[src/rtl/acc_pkg.sv]
// Shared definitions for the multi-channel accumulator: operation encoding,
// default widths and a channel-index width helper.
package acc_pkg;

    // Request operation encoding as carried on in_op.
    typedef enum logic [1:0] {
        OP_ADD  = 2'b00,
        OP_SUB  = 2'b01,
        OP_LOAD = 2'b10,
        OP_READ = 2'b11
    } op_e;

    localparam int DEF_IN_W   = 13;
    localparam int DEF_ACC_W  = 21;
    localparam int DEF_CH     = 4;
    localparam bit DEF_SIGNED = 1'b1;

    // Channel index width; a single channel still needs one index bit.
    function automatic int ch_width(input int ch);
        return (ch > 1) ? $clog2(ch) : 1;
    endfunction

endpackage

[src/rtl/acc_multi_ch_if.sv]
// Request/response bus of the multi-channel accumulator.
// The master modport is the requester side, the slave modport the accumulator.
interface acc_multi_ch_if
    import acc_pkg::*;
#(
    parameter int IN_W  = DEF_IN_W,
    parameter int ACC_W = DEF_ACC_W,
    parameter int CH_W  = ch_width(DEF_CH)
);

    // Request channel
    logic             in_valid;
    logic             in_ready;
    logic [1:0]       in_op;
    logic [CH_W-1:0]  in_ch;
    logic [IN_W-1:0]  A;
    logic [ACC_W-1:0] sum_out;

    // Response channel
    logic             out_valid;
    logic             out_ready;
    logic [CH_W-1:0]  out_ch;
    logic [ACC_W-1:0] Y;
    logic             out_err;

    modport master (
        output in_valid, in_op, in_ch, A, out_ready,
        input  in_ready, sum_out, out_valid, out_ch, Y, out_err
    );

    modport slave (
        input  in_valid, in_op, in_ch, A, out_ready,
        output in_ready, sum_out, out_valid, out_ch, Y, out_err
    );

endinterface

[src/rtl/acc_addsat.sv]
// Combinational operand extension, add/subtract, overflow detection and
// result selection for one accumulator.
// Optional macro ACC_SAT_EN: when defined, ADD/SUB results clamp to the
// accumulator range on overflow; otherwise they wrap modulo 2^ACC_W.
module acc_addsat
    import acc_pkg::*;
#(
    parameter int IN_W   = DEF_IN_W,
    parameter int ACC_W  = DEF_ACC_W,
    parameter bit SIGNED = DEF_SIGNED
) (
    input  logic [ACC_W-1:0] acc,
    input  logic [IN_W-1:0]  operand,
    input  op_e              op,
    output logic [ACC_W-1:0] res,
    output logic             ovf
);

    localparam int MSB = ACC_W - 1;

    logic [ACC_W-1:0] ext;
    logic [ACC_W:0]   sum;
    logic [ACC_W:0]   diff;
    logic [ACC_W-1:0] wrap;

    // Operand extension to accumulator width follows the arithmetic mode.
    generate
        if (SIGNED) begin : g_sext
            assign ext = ACC_W'($signed(operand));
        end else begin : g_zext
            assign ext = ACC_W'(operand);
        end
    endgenerate

    // One extra bit carries the unsigned carry-out / borrow.
    assign sum  = {1'b0, acc} + {1'b0, ext};
    assign diff = {1'b0, acc} - {1'b0, ext};

    // Modular result and overflow flag for the selected operation.
    always_comb begin
        // NOTE: every output of a combinational block gets a default first so no path leaves it unassigned, which would infer a latch.
        wrap = acc;
        ovf  = 1'b0;
        unique case (op)
            OP_ADD: begin
                wrap = sum[ACC_W-1:0];
                ovf  = SIGNED ? ((acc[MSB] == ext[MSB]) && (wrap[MSB] != acc[MSB]))
                              : sum[ACC_W];
            end
            OP_SUB: begin
                wrap = diff[ACC_W-1:0];
                ovf  = SIGNED ? ((acc[MSB] != ext[MSB]) && (wrap[MSB] != acc[MSB]))
                              : diff[ACC_W];
            end
            default: begin
                wrap = acc;
                ovf  = 1'b0;
            end
        endcase
    end

`ifdef ACC_SAT_EN
    logic [ACC_W-1:0] clamp;

    // Clamp value: signed overflow always moves away from the sign of acc;
    // unsigned overflow is a carry on ADD and a borrow on SUB.
    always_comb begin
        clamp = '0;
        if (SIGNED) begin
            clamp = acc[MSB] ? {1'b1, {(ACC_W-1){1'b0}}} : {1'b0, {(ACC_W-1){1'b1}}};
        end else begin
            clamp = (op == OP_SUB) ? '0 : '1;
        end
    end
`endif

    // Final result: arithmetic ops take the (possibly clamped) sum, LOAD the
    // extended operand, READ passes the accumulator through.
    always_comb begin
        res = acc;
        unique case (op)
`ifdef ACC_SAT_EN
            OP_ADD, OP_SUB: res = ovf ? clamp : wrap;
`else
            OP_ADD, OP_SUB: res = wrap;
`endif
            OP_LOAD:        res = ext;
            default:        res = acc;
        endcase
    end

endmodule

[src/rtl/acc_multi_ch.sv]
// Multi-channel accumulator with a valid/ready request/response bus.
// CH independent accumulators; each accepted request adds, subtracts, loads
// or reads one channel and returns the resulting value one cycle later
// through a one-deep response register.
// Optional macro ACC_SAT_EN (handled in acc_addsat): saturating ADD/SUB.
module acc_multi_ch
    import acc_pkg::*;
#(
    parameter int IN_W   = DEF_IN_W,
    parameter int ACC_W  = DEF_ACC_W,
    parameter int CH     = DEF_CH,
    parameter int CH_W   = ch_width(CH),
    parameter bit SIGNED = DEF_SIGNED
) (
    input  logic          clk,
    input  logic          rst,
    input  logic          ce,
    input  logic          clr,
    acc_multi_ch_if.slave bus,
    output logic [CH-1:0] ovf
);

    logic [1:0]       rst_sync;
    logic             rst_int;

    logic [ACC_W-1:0] acc_q [CH];
    logic [CH-1:0]    ovf_q;

    logic             out_valid_q;
    logic [CH_W-1:0]  out_ch_q;
    logic [ACC_W-1:0] y_q;
    logic             out_err_q;

    op_e              op;
    logic             ch_ok;
    logic [ACC_W-1:0] cur_acc;
    logic [ACC_W-1:0] res;
    logic             add_ovf;
    logic             accept;
    logic             write_en;

    // Reset asserts asynchronously and releases on a clock edge.
    always_ff @(posedge clk or negedge rst) begin
        // NOTE: state is updated with non-blocking assignments so every flop samples pre-edge values regardless of block order.
        if (!rst) rst_sync <= 2'b00;
        else      rst_sync <= {rst_sync[0], 1'b1};
    end

    assign rst_int = rst_sync[1];
    assign op      = op_e'(bus.in_op);

    // Select the addressed accumulator; ch_ok stays 0 for out-of-range indices.
    always_comb begin
        cur_acc = '0;
        ch_ok   = 1'b0;
        for (int c = 0; c < CH; c++) begin
            if (bus.in_ch == CH_W'(c)) begin
                cur_acc = acc_q[c];
                ch_ok   = 1'b1;
            end
        end
    end

    acc_addsat #(
        .IN_W   (IN_W),
        .ACC_W  (ACC_W),
        .SIGNED (SIGNED)
    ) u_addsat (
        .acc     (cur_acc),
        .operand (bus.A),
        .op      (op),
        .res     (res),
        .ovf     (add_ovf)
    );

    assign bus.sum_out  = ch_ok ? res : '0;
    assign bus.in_ready = rst_int & ce & ~clr & (~out_valid_q | bus.out_ready);
    assign accept       = bus.in_valid & bus.in_ready;
    assign write_en     = accept & ch_ok & (op != OP_READ);

    // Accumulator and sticky overflow state: clear wins, then the accepted write.
    always_ff @(posedge clk or negedge rst_int) begin
        if (!rst_int) begin
            // NOTE: the accumulator array is architectural state read back by READ, so every entry is reset, not left as an unreset memory.
            for (int c = 0; c < CH; c++) acc_q[c] <= '0;
            ovf_q <= '0;
        end else if (ce) begin
            if (clr) begin
                for (int c = 0; c < CH; c++) acc_q[c] <= '0;
                ovf_q <= '0;
            end else if (write_en) begin
                for (int c = 0; c < CH; c++) begin
                    if (bus.in_ch == CH_W'(c)) begin
                        acc_q[c] <= res;
                        if (add_ovf && (op == OP_ADD || op == OP_SUB)) ovf_q[c] <= 1'b1;
                    end
                end
            end
        end
    end

    // One-deep response register: loads on accept, drains on out_ready.
    always_ff @(posedge clk or negedge rst_int) begin
        if (!rst_int) begin
            out_valid_q <= 1'b0;
            out_ch_q    <= '0;
            y_q         <= '0;
            out_err_q   <= 1'b0;
        end else if (ce) begin
            if (accept) begin
                out_valid_q <= 1'b1;
                out_ch_q    <= bus.in_ch;
                y_q         <= ch_ok ? res : '0;
                out_err_q   <= ~ch_ok;
            end else if (bus.out_ready) begin
                out_valid_q <= 1'b0;
            end
        end
    end

    assign bus.out_valid = out_valid_q;
    assign bus.out_ch    = out_ch_q;
    assign bus.Y         = y_q;
    assign bus.out_err   = out_err_q;
    assign ovf           = ovf_q;

endmodule

[src/flat_wrapper.sv]
// flat-port wrapper written by rule: the top's interface ports become plain ports
module acc_multi_ch_flat import acc_pkg::*;
#(
    parameter int IN_W   = DEF_IN_W,
    parameter int ACC_W  = DEF_ACC_W,
    parameter int CH     = DEF_CH,
    parameter int CH_W   = ch_width(CH),
    parameter bit SIGNED = DEF_SIGNED
)
  (clk, rst, ce, clr, ovf, bus_in_valid, bus_in_op, bus_in_ch, bus_A, bus_out_ready, bus_in_ready, bus_sum_out, bus_out_valid, bus_out_ch, bus_Y, bus_out_err);
  acc_multi_ch_if #(.IN_W(IN_W), .ACC_W(ACC_W), .CH_W(CH_W)) bus_i ();
  input  logic clk;
  input  logic rst;
  input  logic ce;
  input  logic clr;
  output logic [CH-1:0] ovf;
  input wire logic [$bits(bus_i.in_valid)-1:0] bus_in_valid;
  input wire logic [$bits(bus_i.in_op)-1:0] bus_in_op;
  input wire logic [$bits(bus_i.in_ch)-1:0] bus_in_ch;
  input wire logic [$bits(bus_i.A)-1:0] bus_A;
  input wire logic [$bits(bus_i.out_ready)-1:0] bus_out_ready;
  output wire logic [$bits(bus_i.in_ready)-1:0] bus_in_ready;
  output wire logic [$bits(bus_i.sum_out)-1:0] bus_sum_out;
  output wire logic [$bits(bus_i.out_valid)-1:0] bus_out_valid;
  output wire logic [$bits(bus_i.out_ch)-1:0] bus_out_ch;
  output wire logic [$bits(bus_i.Y)-1:0] bus_Y;
  output wire logic [$bits(bus_i.out_err)-1:0] bus_out_err;
  assign bus_i.in_valid = bus_in_valid;
  assign bus_i.in_op = bus_in_op;
  assign bus_i.in_ch = bus_in_ch;
  assign bus_i.A = bus_A;
  assign bus_i.out_ready = bus_out_ready;
  assign bus_in_ready = bus_i.in_ready;
  assign bus_sum_out = bus_i.sum_out;
  assign bus_out_valid = bus_i.out_valid;
  assign bus_out_ch = bus_i.out_ch;
  assign bus_Y = bus_i.Y;
  assign bus_out_err = bus_i.out_err;
  acc_multi_ch #(.IN_W(IN_W), .ACC_W(ACC_W), .CH(CH), .CH_W(CH_W), .SIGNED(SIGNED)) u_core (.clk(clk), .rst(rst), .ce(ce), .clr(clr), .bus(bus_i), .ovf(ovf));
endmodule
[config.mk]
export PLATFORM = sky130hd
export DESIGN_NAME = acc_multi_ch_flat
export DESIGN_NICKNAME = d
export VERILOG_FILES = /design/src/rtl/acc_pkg.sv /design/src/rtl/acc_multi_ch_if.sv /design/src/rtl/acc_addsat.sv /design/src/rtl/acc_multi_ch.sv /design/src/flat_wrapper.sv
export SDC_FILE = /design/constraint.sdc
export NUM_CORES = 1
export LEC_CHECK = 0
export CAP_MARGIN = 20
export CORE_MARGIN = 4
export CORE_UTILIZATION = 26
export CTS_BUF_LIST = sky130_fd_sc_hd__clkbuf_2 sky130_fd_sc_hd__clkbuf_4 sky130_fd_sc_hd__clkbuf_8
export DETAILED_ROUTE_END_ITERATION = 10
export HOLD_SLACK_MARGIN = 0.06
export PLACE_DENSITY = 0.54
export SYNTH_ARGS = -nofsm -noshare
export SYNTH_HDL_FRONTEND = slang
export SYNTH_HIERARCHICAL = 1
export SYNTH_SLANG_ARGS = --single-unit
[constraint.sdc]
create_clock -name clk -period 5.8 [get_ports clk]
set_clock_uncertainty 0.1 [all_clocks]
set_input_delay 0.87 -clock clk [delete_from_list [all_inputs] [get_ports clk]]
set_output_delay 0.87 -clock clk [all_outputs]
set_load 0.02 [all_outputs]
=== Word level (Yosys, flattened, before mapping) ===
Index checks and enable logic that the tools add are counted.

* Flip-flop bits (word level): 115
* Latch bits: 0
* Bits in writable memories: 0
* Bits in read-only memories: 0
* Input bits: 23
* Output and inout port bits: 51
* Word-level logic and storage cells: 86
* Memories kept: 0

* Add/subtract/negate cells: 2
* Multipliers: 0
* Divide/modulo/power cells: 0
* Magnitude comparators: 0
* Eq/ne operators: 10
* Shift-type cells: 0
* Mux-type cells: 27
* Bitwise gates (word level): 10
* Reduce and logical (&&, ||, !) cells: 24

{| class="wikitable"
|+ Operators with widths
! kind !! number
|-
| $mux W21 || 9
|-
| $mux W84 || 2
|-
| $pmux W21 S2 || 2
|-
| $add A21 B21 Y21 || 1
|-
| $sub A21 B21 Y21 || 1
|-
| $reduce_and A4 Y1 || 4
|-
| $reduce_bool A2 Y1 || 7
|-
| $reduce_and A3 Y1 || 4
|-
| $mux W1 || 11
|-
| $mux W4 || 2
|-
| $and A1 B1 Y1 || 6
|-
| $eq A2 B2 Y1 const B || 3
|-
| $eq A2 B1 Y1 const B || 2
|-
| $logic_not A2 Y1 || 2
|-
| $reduce_and A2 Y1 || 2
|-
| $logic_and A1 B1 Y1 || 3
|-
| $ne A1 B1 Y1 || 3
|-
| $not A1 Y1 || 3
|-
| $ne A2 B2 Y1 const B || 1
|-
| $pmux W1 S2 || 1
|-
| $reduce_or A2 Y1 || 1
|-
| $eq A1 B1 Y1 || 1
|-
| $logic_or A1 B1 Y1 || 1
|-
| $or A1 B1 Y1 || 1
|}

=== Depth between registers and ports, before layout ===
Gate-level depths: netlist (run 1).

* Word-level depth: 14
* Mapped depth: 16
* Gate-level depth less buffers: 15

=== By module ===
Netlist (run 1), hierarchy kept.

{| class="wikitable"
|+ By module, submodules not included
! module !! times used !! cells an instance !! area each (µm²) !! sequential area each (µm²)
|-
| acc_multi_ch || 1 || 427 || 5293.8 || 2877.8
|-
| acc_addsat || 1 || 376 || 2653.8 || 0.0
|}

=== Worst setup path before layout (run 1) ===
No wires, ideal clock.

* Path kind: in2out
* Start: in bus_in_ch[0]
* End: out bus_sum_out[19]
* Arrival time: 4349 ps
* Data required time: 4830 ps
* Slack: 481 ps
* Stages on the path: 14
* Path buffers: 4
* Cells stage by stage: buf_2 buf_2 mux4_2 ha_1 buf_2 or3_1 o21ba_2 a21oi_1 a211oi_1 and4bb_1 o31ai_2 a221o_1 and3_1 clkbuf_1

* Longest elaborated chain between the ends: 9
* Elaborated cells on any way between the ends: 17

{| class="wikitable"
|+ Ends and longest elaborated chain
! element !! RTL line !! source
|-
| start, declared || flat_wrapper.sv:19 || <nowiki>input wire logic [$bits(bus_i.in_ch)-1:0] bus_in_ch;</nowiki>
|-
| $logic_not A2 Y1 || acc_multi_ch.sv:57 || <nowiki>if (bus.in_ch == CH_W'(c)) begin</nowiki>
|-
| $mux W21 (3 in a row) || acc_multi_ch.sv:57 ||
|-
| $mux W21 * || acc_multi_ch.sv:57 ||
|-
| via u_core.cur_acc[8] || acc_multi_ch.sv:36 || <nowiki>logic [ACC_W-1:0] cur_acc;</nowiki>
|-
| $sub A21 B21 Y21 / $add A21 B21 Y21 (equally long branches) || acc_addsat.sv:37, acc_addsat.sv:36 ||
|-
| $pmux W21 S2 * || acc_addsat.sv:44 || <nowiki>unique case (op)</nowiki>
|-
| $pmux W21 S2 * || acc_addsat.sv:81 || <nowiki>unique case (op)</nowiki>
|-
| via u_core.res[19] || acc_multi_ch.sv:37 || <nowiki>logic [ACC_W-1:0] res;</nowiki>
|-
| $mux W21 * || acc_multi_ch.sv:76 || <nowiki>assign bus.sum_out = ch_ok ? res : '0;</nowiki>
|-
| end, declared || flat_wrapper.sv:23 || <nowiki>output wire logic [$bits(bus_i.sum_out)-1:0] bus_sum_out;</nowiki>
|}

Mark *: on every way through the listed nets, which the timed path passes. The rest lies on a longest branch.

=== Final worst setup path (run 1) ===
* Start: in bus_in_ch[1]
* End: out bus_sum_out[17]

* Longest elaborated chain between the ends: 9
* Elaborated cells on any way between the ends: 17

{| class="wikitable"
|+ Ends and longest elaborated chain
! element !! RTL line
|-
| $logic_not A2 Y1 || acc_multi_ch.sv:57
|-
| $mux W21 (3 in a row) || acc_multi_ch.sv:57
|-
| $mux W21 * || acc_multi_ch.sv:57
|-
| via u_core.cur_acc[5] || acc_multi_ch.sv:36
|-
| $sub A21 B21 Y21 / $add A21 B21 Y21 (equally long branches) || acc_addsat.sv:37, acc_addsat.sv:36
|-
| $pmux W21 S2 * || acc_addsat.sv:44
|-
| $pmux W21 S2 * || acc_addsat.sv:81
|-
| $mux W21 * || acc_multi_ch.sv:76
|}

Marks and branches as above.

==> metrics.md, run 1 <==
| Metric | Value |
|---|---|
| Status | finished, final reports clean |
| Final Hold Fails | 0 |
| Die X | 183 um |
| Final GP Congestion | 0.870 |
| Count of final setup violators | 0 |
| Via count | 6464 |
| Post-DP Area | 9500 um2 |
| Area delta synth->final | 26.3% |
| Initial antenna violation count | 0 |
| Cell Rows | 63 |
| CP endpoint kind | primary output |
| Largest net degree at the start of global routing | 89 |
| Root Buffer Master | clkbuf_8 |
| Tot Pwr | 2.33 mW |
| Vias in the first global route | 6651 |
| Hold Path Class | flop to async pin |
| Drt first pass iters | 5 |
| CP Class | primary input to primary output |
| Layout cells sized above 1 | 0.229 |
| Top cell type's share of synthesized area | 0.362 |
| Max Root-Sink Buffers | 2 |
| Unrepaired setup endpoints after global routing | no |
| Worst path required time | 4830 ps |
| Post-layout util | 0.336 |
| Worst EP arrival | 4670 ps |
| Post-Synthesis Net Count | 868 |
| Netlist cell types | 78 |
| Sequential area share after synthesis | 0.362 |
| Commonest non-fill, non-tap cell in the layout | nand2_1 |
| N_diodes | 0 |
| Filler Cell Count | 3050 |
| Fin cells | 1324 |
| Synth Warn # | 6 |
| PD cells | 232 nW/um2 |
| Mux share of post-synthesis cell area | 0.222 |
| CTS tree | built |
| Worst-skew pair later-pin latency | 430 ps |
| IO Count | 74 |
| Die height | 183 um |
| # DRC | 0 |
| Worst setup SP type | primary input |
| P_leak | 4.90 nW |
| Worst Max-Slew Pin Slew | 921 ps |
| Setup TNS | 0 ps |
| First-pass GRT wire length | 36800 um |
| Slew headroom | 0.386 |
| CTS Buf Count | 17 |
| PnR worst setup slack | 159 ps |
| Hold_buf cts | 0 |
| Detail-routed net length per standard cell | 17.3 um |
| MaxCap Viol Count | 0 |
| Async set-reset flop share out of synthesis | 1.00 |
| Port bufs | 73 |
| Yosys reg bits | 115 |
| Vias/cell | 4.88 |
| Core Region | 29900 um2 |
| Mapped cell area | 7950 um2 |
| Most frequent cells in the layout | nand2_1, dfrtp_1, buf_4 |
| Synth Area in Simple Gates | 0.129 |
| Synth area leader | dfrtp_1 |
| Antenna viol nets, final | 0 |
| Post-Synth XOR/XNOR Area | 0.0187 |
| Max VDD drop | 0.111 mV |
| Global route total overflow | 0 |
| Fin Hold WS | 221 ps |
| Main synth FF type | dfrtp_1 |
| Avg Cell Area, Syn | 9.90 um2 |
| DPL Wire Length | 16700 um |
| Fmax | 0.177 GHz |
| CTS clock-pin slew for the worst setup and hold paths | 80 ps |
| Finished Cell Area | 10000 um2 |
| Initial Util | 0.266 |
| Slew Viols, Final | 0 |
| Fin crit period | 5640 ps |
| DR iter-0 viols | 429 |
| NumNets Final | 986 |
| Cells after synthesis | 803 |
| Synth Area in Adders | 0.0680 |
| Main combinational cell family by area after synthesis | multiplexers |
| Inst Count DP | 1291 |
| Number of H-tree levels | 4 |
| Final wirelength | 22900 um |
| Die area | 33400 um2 |
| GR Util All Layers | 0.137 |
| Sink Count | 115 |
| Final worst path period share | 0.973 |
| Synth top area cells | dfrtp_1, mux2i_1, mux4_2 |
| Compound-Gate Fraction of Synth Area | 0.124 |
| Crit Path Max Fanout | 9 |
| Place WS | -237 ps |
| Post-synth EDFFs | 0 |
per-layer routing:
| metal | vias to the layer above | part of all wire | GRT usage |
|---|---|---|---|
| li1 | 3043 | - | - |
| met1 | 3217 | 0.47 | 0.190 |
| met2 | 180 | 0.46 | 0.214 |
| met3 | 24 | 0.057 | 0.0333 |
| met4 | 0 | 0.017 | 0.0399 |
| met5 | - | 0 | 0 |
critical path, stage by stage:
cell and delay [ps]:
clkdlybuf4s50_1 560, buf_4 230, mux4_2 350, ha_2 410
buf_4 150, o21ai_0 160, a211oi_1 340, buf_4 170
o2111ai_1 200, nand2_1 150, a311oi_1 100, buf_4 170
o21a_1 180, o31a_1 300, dlygate4sd2_1 330
what timing repair did:
item | in CTS | in global routing
setup buffers | 0 | 0
gates resized for setup | 12 | 17
setup endpoints to repair | 9 | 10
gates cloned | 0 | 0
registers in the layout, summed over array words and instances, names as in the netlist:
| signal | cells |
|---|---|
| u_core/acc_q | 84 |
| u_core/bus.out_ch | 2 |
| u_core/bus.out_valid | 1 |
| u_core/bus.Y | 21 |
| u_core/rst_sync | 2 |
| u_core/bus.out_err | 1 |
| u_core/ovf | 4 |
final timing paths:
check                                         from                  to  slack (ps)  cells past startpoint
worst max-delay path                  bus_in_ch[1]     bus_sum_out[17]         160                     15
worst min-delay path            u_core/rst_sync[1]    u_core/acc_q[46]         220                      0
worst max register to register     u_core/acc_q[7]       u_core/ovf[0]        1800                     13
worst min register to register  u_core/rst_sync[1]    u_core/acc_q[46]         220                      0
max in group asynchronous       u_core/rst_sync[1]    u_core/acc_q[28]        4270                      2
min in group clk                u_core/rst_sync[0]  u_core/rst_sync[1]         250                      0
synthesized netlist by cell type (3+ instances only):
cell,count
nor2_1,36
clkbuf_1,39
o31ai_1,4
dfrtp_1,115
and2_1,3
a211oi_1,8
nor2b_1,6
buf_4,4
a21o_1,7
a21oi_1,48
nand2_1,116
a311oi_1,3
o21ai_0,27
o21ai_1,5
buf_2,12
nor3_1,11
inv_1,57
xor2_1,3
a2111oi_0,3
ha_1,40
xnor2_1,14
buf_6,12
nand3_1,7
mux2i_1,94
mux4_2,25
nand2b_1,7
or3_1,6
o31a_1,3
mux2_2,23
power by group:
part           leakage (nW)  total [mW]  switching (mW)  internal [mW]
clock                 0.210       0.839           0.360          0.479
combinational          3.14       0.596           0.320          0.276
sequential             1.56       0.897          0.0377          0.860
final cells by class:
cell class                 instances  area, um2  share of cell area
clock inverter                    14        203              0.0202
clock buffer                      18        241              0.0241
timing repair buffer             170       1470               0.147
sequential                       115       2880               0.287
multi-input combinational        560       4540               0.452
inverter                          57        214              0.0213
tap                              390        488              0.0486
kinds of logic (layout without fill, tap and decap cells):
logic type / count (synthesis) / count (layout)
AND/OR/NAND/NOR: 213 / 213
AO/OA/AOI/OAI: 145 / 145
multiplexers: 142 / 142
buffers and inverters: 128 / 259
flip-flops: 115 / 115
adder cells (fa/ha/maj): 42 / 42
XOR/XNOR: 17 / 17
other: 1 / 1
Power figures use the tool's default switching activity.
==> run 2: changes to the inputs <==
SLEW_MARGIN = 20   (was not set)
==> metrics.md, run 2 (same netlist as run 1, synthesis figures left out) <==
| Metric | Value |
|---|---|
| Status | finished, final reports clean |
| Gr busiest metal | met2 |
| DR iter-0 viols | 424 |
| Switching share of power | 0.308 |
| Final Hold Fails | 0 |
| Most frequent cells in the layout | nand2_1, dfrtp_1, buf_4, mux2i_1, clkdlybuf4s50_1 |
| Initial antenna violation count | 0 |
| Drt first pass iters | 4 |
| Tot Pwr | 2.33 mW |
| CP endpoint kind | primary output |
| Gate power share | 0.255 |
| Final GP Congestion | 0.870 |
| Port bufs | 73 |
| Crit path largest cell delay | 560 ps |
| Crit Reg-Reg Endpoint | u_core/ovf[0] |
| Max reg flops | 84 |
| N_diodes | 0 |
| Int Pwr | 1.61 mW |
| Max VDD drop | 0.111 mV |
| Initial Util | 0.266 |
| Final worst path period share | 0.972 |
| Number of H-tree levels | 4 |
| Layout cells sized above 1 | 0.228 |
| # DRC | 0 |
| GRT met2 Usage | 0.214 |
| Detail-routed net length per standard cell | 17.3 um |
| Unrepaired setup endpoints after global routing | no |
| GR Util All Layers | 0.137 |
| CP top delay family | buffers and inverters |
| Largest Register | u_core/acc_q |
| Via count | 6435 |
| CP Buf/Inv Count | 6 |
| Count of final setup violators | 0 |
| Hold Path Class | flop to async pin |
| Flop pwr share | 0.385 |
| Cell Rows | 63 |
| Worst setup SP type | primary input |
| Most numerous cell on the critical path | buf_4 |
| Depth of the most critical reg-to-reg path | 18 |
| MaxCap Viol Count | 0 |
| DPL Wire Length | 16700 um |
| Max Root-Sink Buffers | 2 |
| Slew Viols, Final | 0 |
| Global route total overflow | 0 |
| Vias/cell | 4.86 |
| R2r setup slk | 1800 ps |
| Filler Cell Count | 3053 |
| Worst path required time | 4830 ps |
| Worst-skew pair later-pin latency | 430 ps |
| Largest net degree at the start of global routing | 89 |
| CTS clock-pin slew for the worst setup and hold paths | 80 ps |
| Final wirelength | 22900 um |
| Vias in the first global route | 6651 |
| Commonest non-fill, non-tap cell in the layout | nand2_1 |
| Antenna viol nets, final | 0 |
| CTS tree | built |
| Sink Count | 115 |
| Worst Max-Slew Pin Slew | 949 ps |
| NumNets Final | 985 |
| Fin cells | 1323 |
| Worst EP arrival | 4670 ps |
| Die area | 33400 um2 |
| Die X | 183 um |
| Core Region | 29900 um2 |
| Met3 usage | 0.0333 |
| IO Count | 74 |
| P_leak | 4.89 nW |
| Root Buffer Master | clkbuf_8 |
| First-pass GRT wire length | 36800 um |
| Worst r2r src | u_core/acc_q[21] |
| Inst Count DP | 1291 |
| Worst path slowest cell | clkdlybuf4s50_1 |
| Die height | 183 um |
| Crit Path Max Fanout | 9 |
| CP Class | primary input to primary output |
| Switching Power | 0.719 mW |
| Fmax | 0.177 GHz |
| M1 GR Usage | 0.190 |
| CTS Buf Count | 17 |
| Clk pwr share | 0.360 |
| Fin crit period | 5640 ps |
| PD cells | 233 nW/um2 |
| Area delta synth->final | 26.0% |
| CP cell instances | clkdlybuf4s50_1 > buf_4 > mux4_2 > ha_2 > buf_4 > o21ai_0 > a211oi_1 > buf_4 > o2111ai_1 > nand2_1 > a311oi_1 > buf_4 > o21a_1 > o31a_1 > dlygate4sd2_1 |
| Slew headroom | 0.368 |
[run 2: power by group through the flow]
stage | clock (mW) | sequential (mW) | combinational [mW]
3_3_place_gp | 0 | 0.912 | 0.598
5_1_grt | 0.905 | 0.907 | 0.641
6_report | 0.840 | 0.897 | 0.594
3_5_place_dp | 0 | 0.914 | 0.598
2_1_floorplan | 0 | 0.969 | 0.269
4_1_cts | 0.876 | 0.899 | 0.598
[run 2: metrics by stage]
step                utilization  setup TNS (ps)  area [um2]  setup WS (ps)  hold slack (ps)
floorplan                     -               0        7950            481              231
global placement          0.318            -673        9500           -190              236
detailed placement        0.318            -904        9500           -237              239
CTS                       0.333               0        9950           20.5              258
global route              0.335               0       10000           2.91              270
finish                    0.335               0       10000            164              223
[run 2: worst max-delay path by stage]
stage / cells after the start / slack (ps) / start / to
5_1_grt: 16 / 3 / bus_in_ch[1] / bus_sum_out[7]
6_report: 15 / 160 / bus_in_ch[1] / bus_sum_out[17]
3_5_place_dp: 14 / -240 / bus_in_ch[1] / bus_sum_out[19]
3_3_place_gp: 14 / -190 / bus_in_ch[1] / bus_sum_out[19]
4_1_cts: 14 / 20 / bus_in_ch[1] / bus_sum_out[12]
2_1_floorplan: 14 / 480 / bus_in_ch[0] / bus_sum_out[19]
[run 2: cell type report]
cell class | instances | area [um2] | area share
Tap cell | 390 | 488 | 0.0487
Sequential cell | 115 | 2880 | 0.288
Clock buffer | 18 | 241 | 0.0241
Timing Repair Buffer | 169 | 1450 | 0.145
Clock inverter | 14 | 203 | 0.0202
Multi-Input combinational cell | 560 | 4540 | 0.453
Inverter | 57 | 214 | 0.0214
[run 2: layer usage]
layer | wire (um) | vias up | share of wire
met5 | 0 | - | 0
met4 | 413 | 0 | 0.018
met3 | 1330 | 26 | 0.058
met2 | 10300 | 172 | 0.45
met1 | 10900 | 3193 | 0.47
li1 | - | 3044 | -
[run 2: repair_timing]
action / 4_1_cts / 5_1_grt
setup endpoints to repair: 9 / 10
gates resized for setup: 12 / 17
setup buffers: 0 / 0
hold buffers: 0 / 0
gates cloned: 0 / 0
==> run 3: changes to the inputs <==
PLACE_DENSITY = 0.56   (was 0.54)
SLEW_MARGIN = 5   (was 20)
clock period = 5.1 ns   (was 5.8 ns; I/O delays follow)
==> metrics.md, run 3 (same netlist as run 1, synthesis figures left out) <==
| Metric | Value |
|---|---|
| Fin crit period | 4990 ps |
| Switching share of power | 0.322 |
| First-pass GRT wire length | 37000 um |
| Initial antenna violation count | 2 |
| Vias/cell | 4.80 |
| Global route total overflow | 0 |
| Largest net degree at the start of global routing | 73 |
| DR iter-0 viols | 396 |
| Largest Register | u_core/acc_q |
| Slew Viols, Final | 0 |
| Root Buffer Master | clkbuf_8 |
| Area delta synth->final | 30.2% |
| Via count | 6573 |
| IO Count | 74 |
| Post-DP Area | 9850 um2 |
| Unrepaired setup endpoints after global routing | yes |
| P_leak | 5.09 nW |
| Worst EP arrival | 4120 ps |
| CP Buf/Inv Count | 5 |
| Antenna viol nets, final | 0 |
| Cell Rows | 63 |
| Post-layout util | 0.346 |
| Final GP Congestion | 0.898 |
| Worst path required time | 4240 ps |
| Max reg flops | 84 |
| Layout cells sized above 1 | 0.275 |
| Drt first pass iters | 5 |
| Count of final setup violators | 0 |
| Worst Max-Slew Pin Slew | 1020 ps |
| Clk pwr share | 0.338 |
| Sink Count | 115 |
| Vias in the first global route | 6838 |
| Port bufs | 73 |
| Number of H-tree levels | 4 |
| GR Util All Layers | 0.139 |
| CP Class | primary input to primary output |
| Die area | 33400 um2 |
| Filler Cell Count | 3008 |
| Hold_buf cts | 0 |
| Max VDD drop | 0.117 mV |
| Gate power share | 0.270 |
| Final wirelength | 22900 um |
| Slew headroom | 0.315 |
| CTS clock-pin slew for the worst setup and hold paths | 80 ps |
| DPL Wire Length | 16700 um |
| NumNets Final | 1030 |
| PD cells | 251 nW/um2 |
| Crit Path Max Fanout | 6 |
| Fmax | 0.200 GHz |
| Flop pwr share | 0.392 |
| Most frequent cells in the layout | buf_4, nand2_1, dfrtp_1 |
| Switching Power | 0.835 mW |
| CTS Buf Count | 17 |
| CP endpoint kind | primary output |
| MaxCap Viol Count | 0 |
| Status | finished, final reports clean |
| Worst path slowest cell | mux4_2 |
| Tot Pwr | 2.60 mW |
| R2r setup slk | 980 ps |
| Final Hold Fails | 0 |
| Worst-skew pair later-pin latency | 450 ps |
| Int Pwr | 1.76 mW |
| Commonest non-fill, non-tap cell in the layout | buf_4 |
| Die height | 183 um |
| Detail-routed net length per standard cell | 16.7 um |
| Hold Path Class | flop to async pin |
| Initial Util | 0.266 |
| Finished Cell Area | 10300 um2 |
| Max Root-Sink Buffers | 2 |
| Worst setup SP type | primary input |
| CP cell instances | buf_2 > buf_4 > mux4_2 > ha_1 > buf_4 > a21o_1 > a21oi_1 > o21ai_0 > o2111ai_2 > nand2_1 > a311oi_1 > buf_4 > nor3_1 > o31a_1 > clkdlybuf4s15_2 |
| CP top delay family | compound AO/OA/AOI/OAI gates |
| Most numerous cell on the critical path | buf_4 |
| Die X | 183 um |
| Crit path largest cell delay | 540 ps |
| Core Region | 29900 um2 |
| CTS tree | built |
| Final worst path period share | 0.978 |
| # DRC | 0 |
[run 3: cell count changes in the layout (fill, tap and decap cells not counted), sizes merged]
cell,change
clkdlybuf4s50,-4
bufinv,-2
clkinvlp,+1
clkinv,+1
diode,+1
clkdlybuf4s15,+1
dlymetal6s2s,-2
dlygate4sd2,-3
buf,+48
clkbuf,+5
[run 3: repair_timing]
action                     CTS  global route
buffers inserted             1             0
resized for setup           35            29
pin swaps                    3             5
setup endpoints to repair   15            13
[run 3: path summary, 6_finish.rpt]
path                                    startpoint                  to  depth (start not counted)
worst max-delay path                  bus_in_ch[0]     bus_sum_out[17]                         15
worst min-delay path            u_core/rst_sync[1]     u_core/bus.Y[3]                          0
worst max register to register    u_core/acc_q[23]       u_core/ovf[2]                         15
worst min register to register  u_core/rst_sync[1]     u_core/bus.Y[3]                          0
max in group asynchronous       u_core/rst_sync[1]    u_core/acc_q[51]                          1
min in group clk                u_core/rst_sync[0]  u_core/rst_sync[1]                          0
[run 3: metrics by stage]
stage	instances	setup slack, ps	hold slack [ps]	setup TNS (ps)
floorplan	803	64.3	231	0
global placement	1335	-557	238	-5890
detailed placement	1335	-588	240	-6180
CTS	1368	19.2	260	0
global route	1368	-61.2	262	-164
finish	1369	111	239	0
[run 3: final cells by class]
type                            count  area (um2)  share of cell area
Clock inverter                     14         151              0.0146
Timing Repair Buffer              214        1780               0.172
Multi-Input combinational cell    560        4590               0.443
Inverter                           57         214              0.0207
Sequential cell                   115        2880               0.278
Antenna cell                        1        2.50            0.000242
Clock buffer                       18         248              0.0239
Tap cell                          390         488              0.0472
[run 3: power groups by stage]
| stage | clock network (mW) | logic [mW] | registers (mW) |
|---|---|---|---|
| final | 0.878 | 0.700 | 1.02 |
| after global routing | 0.946 | 0.754 | 1.03 |
| after CTS | 0.908 | 0.703 | 1.02 |
| after detailed placement | 0 | 0.702 | 1.04 |
| after global placement | 0 | 0.703 | 1.04 |
| after floorplan | 0 | 0.306 | 1.10 |
[run 3: metal layers]
layer | share of wire | GRT usage | up-vias | wire (um)
met5 | 0.00031 | 0 | - | 7
met4 | 0.021 | 0.0411 | 2 | 483
met1 | 0.48 | 0.189 | 3273 | 11100
li1 | - | - | 3131 | -
met3 | 0.039 | 0.0268 | 32 | 902
met2 | 0.46 | 0.224 | 135 | 10500
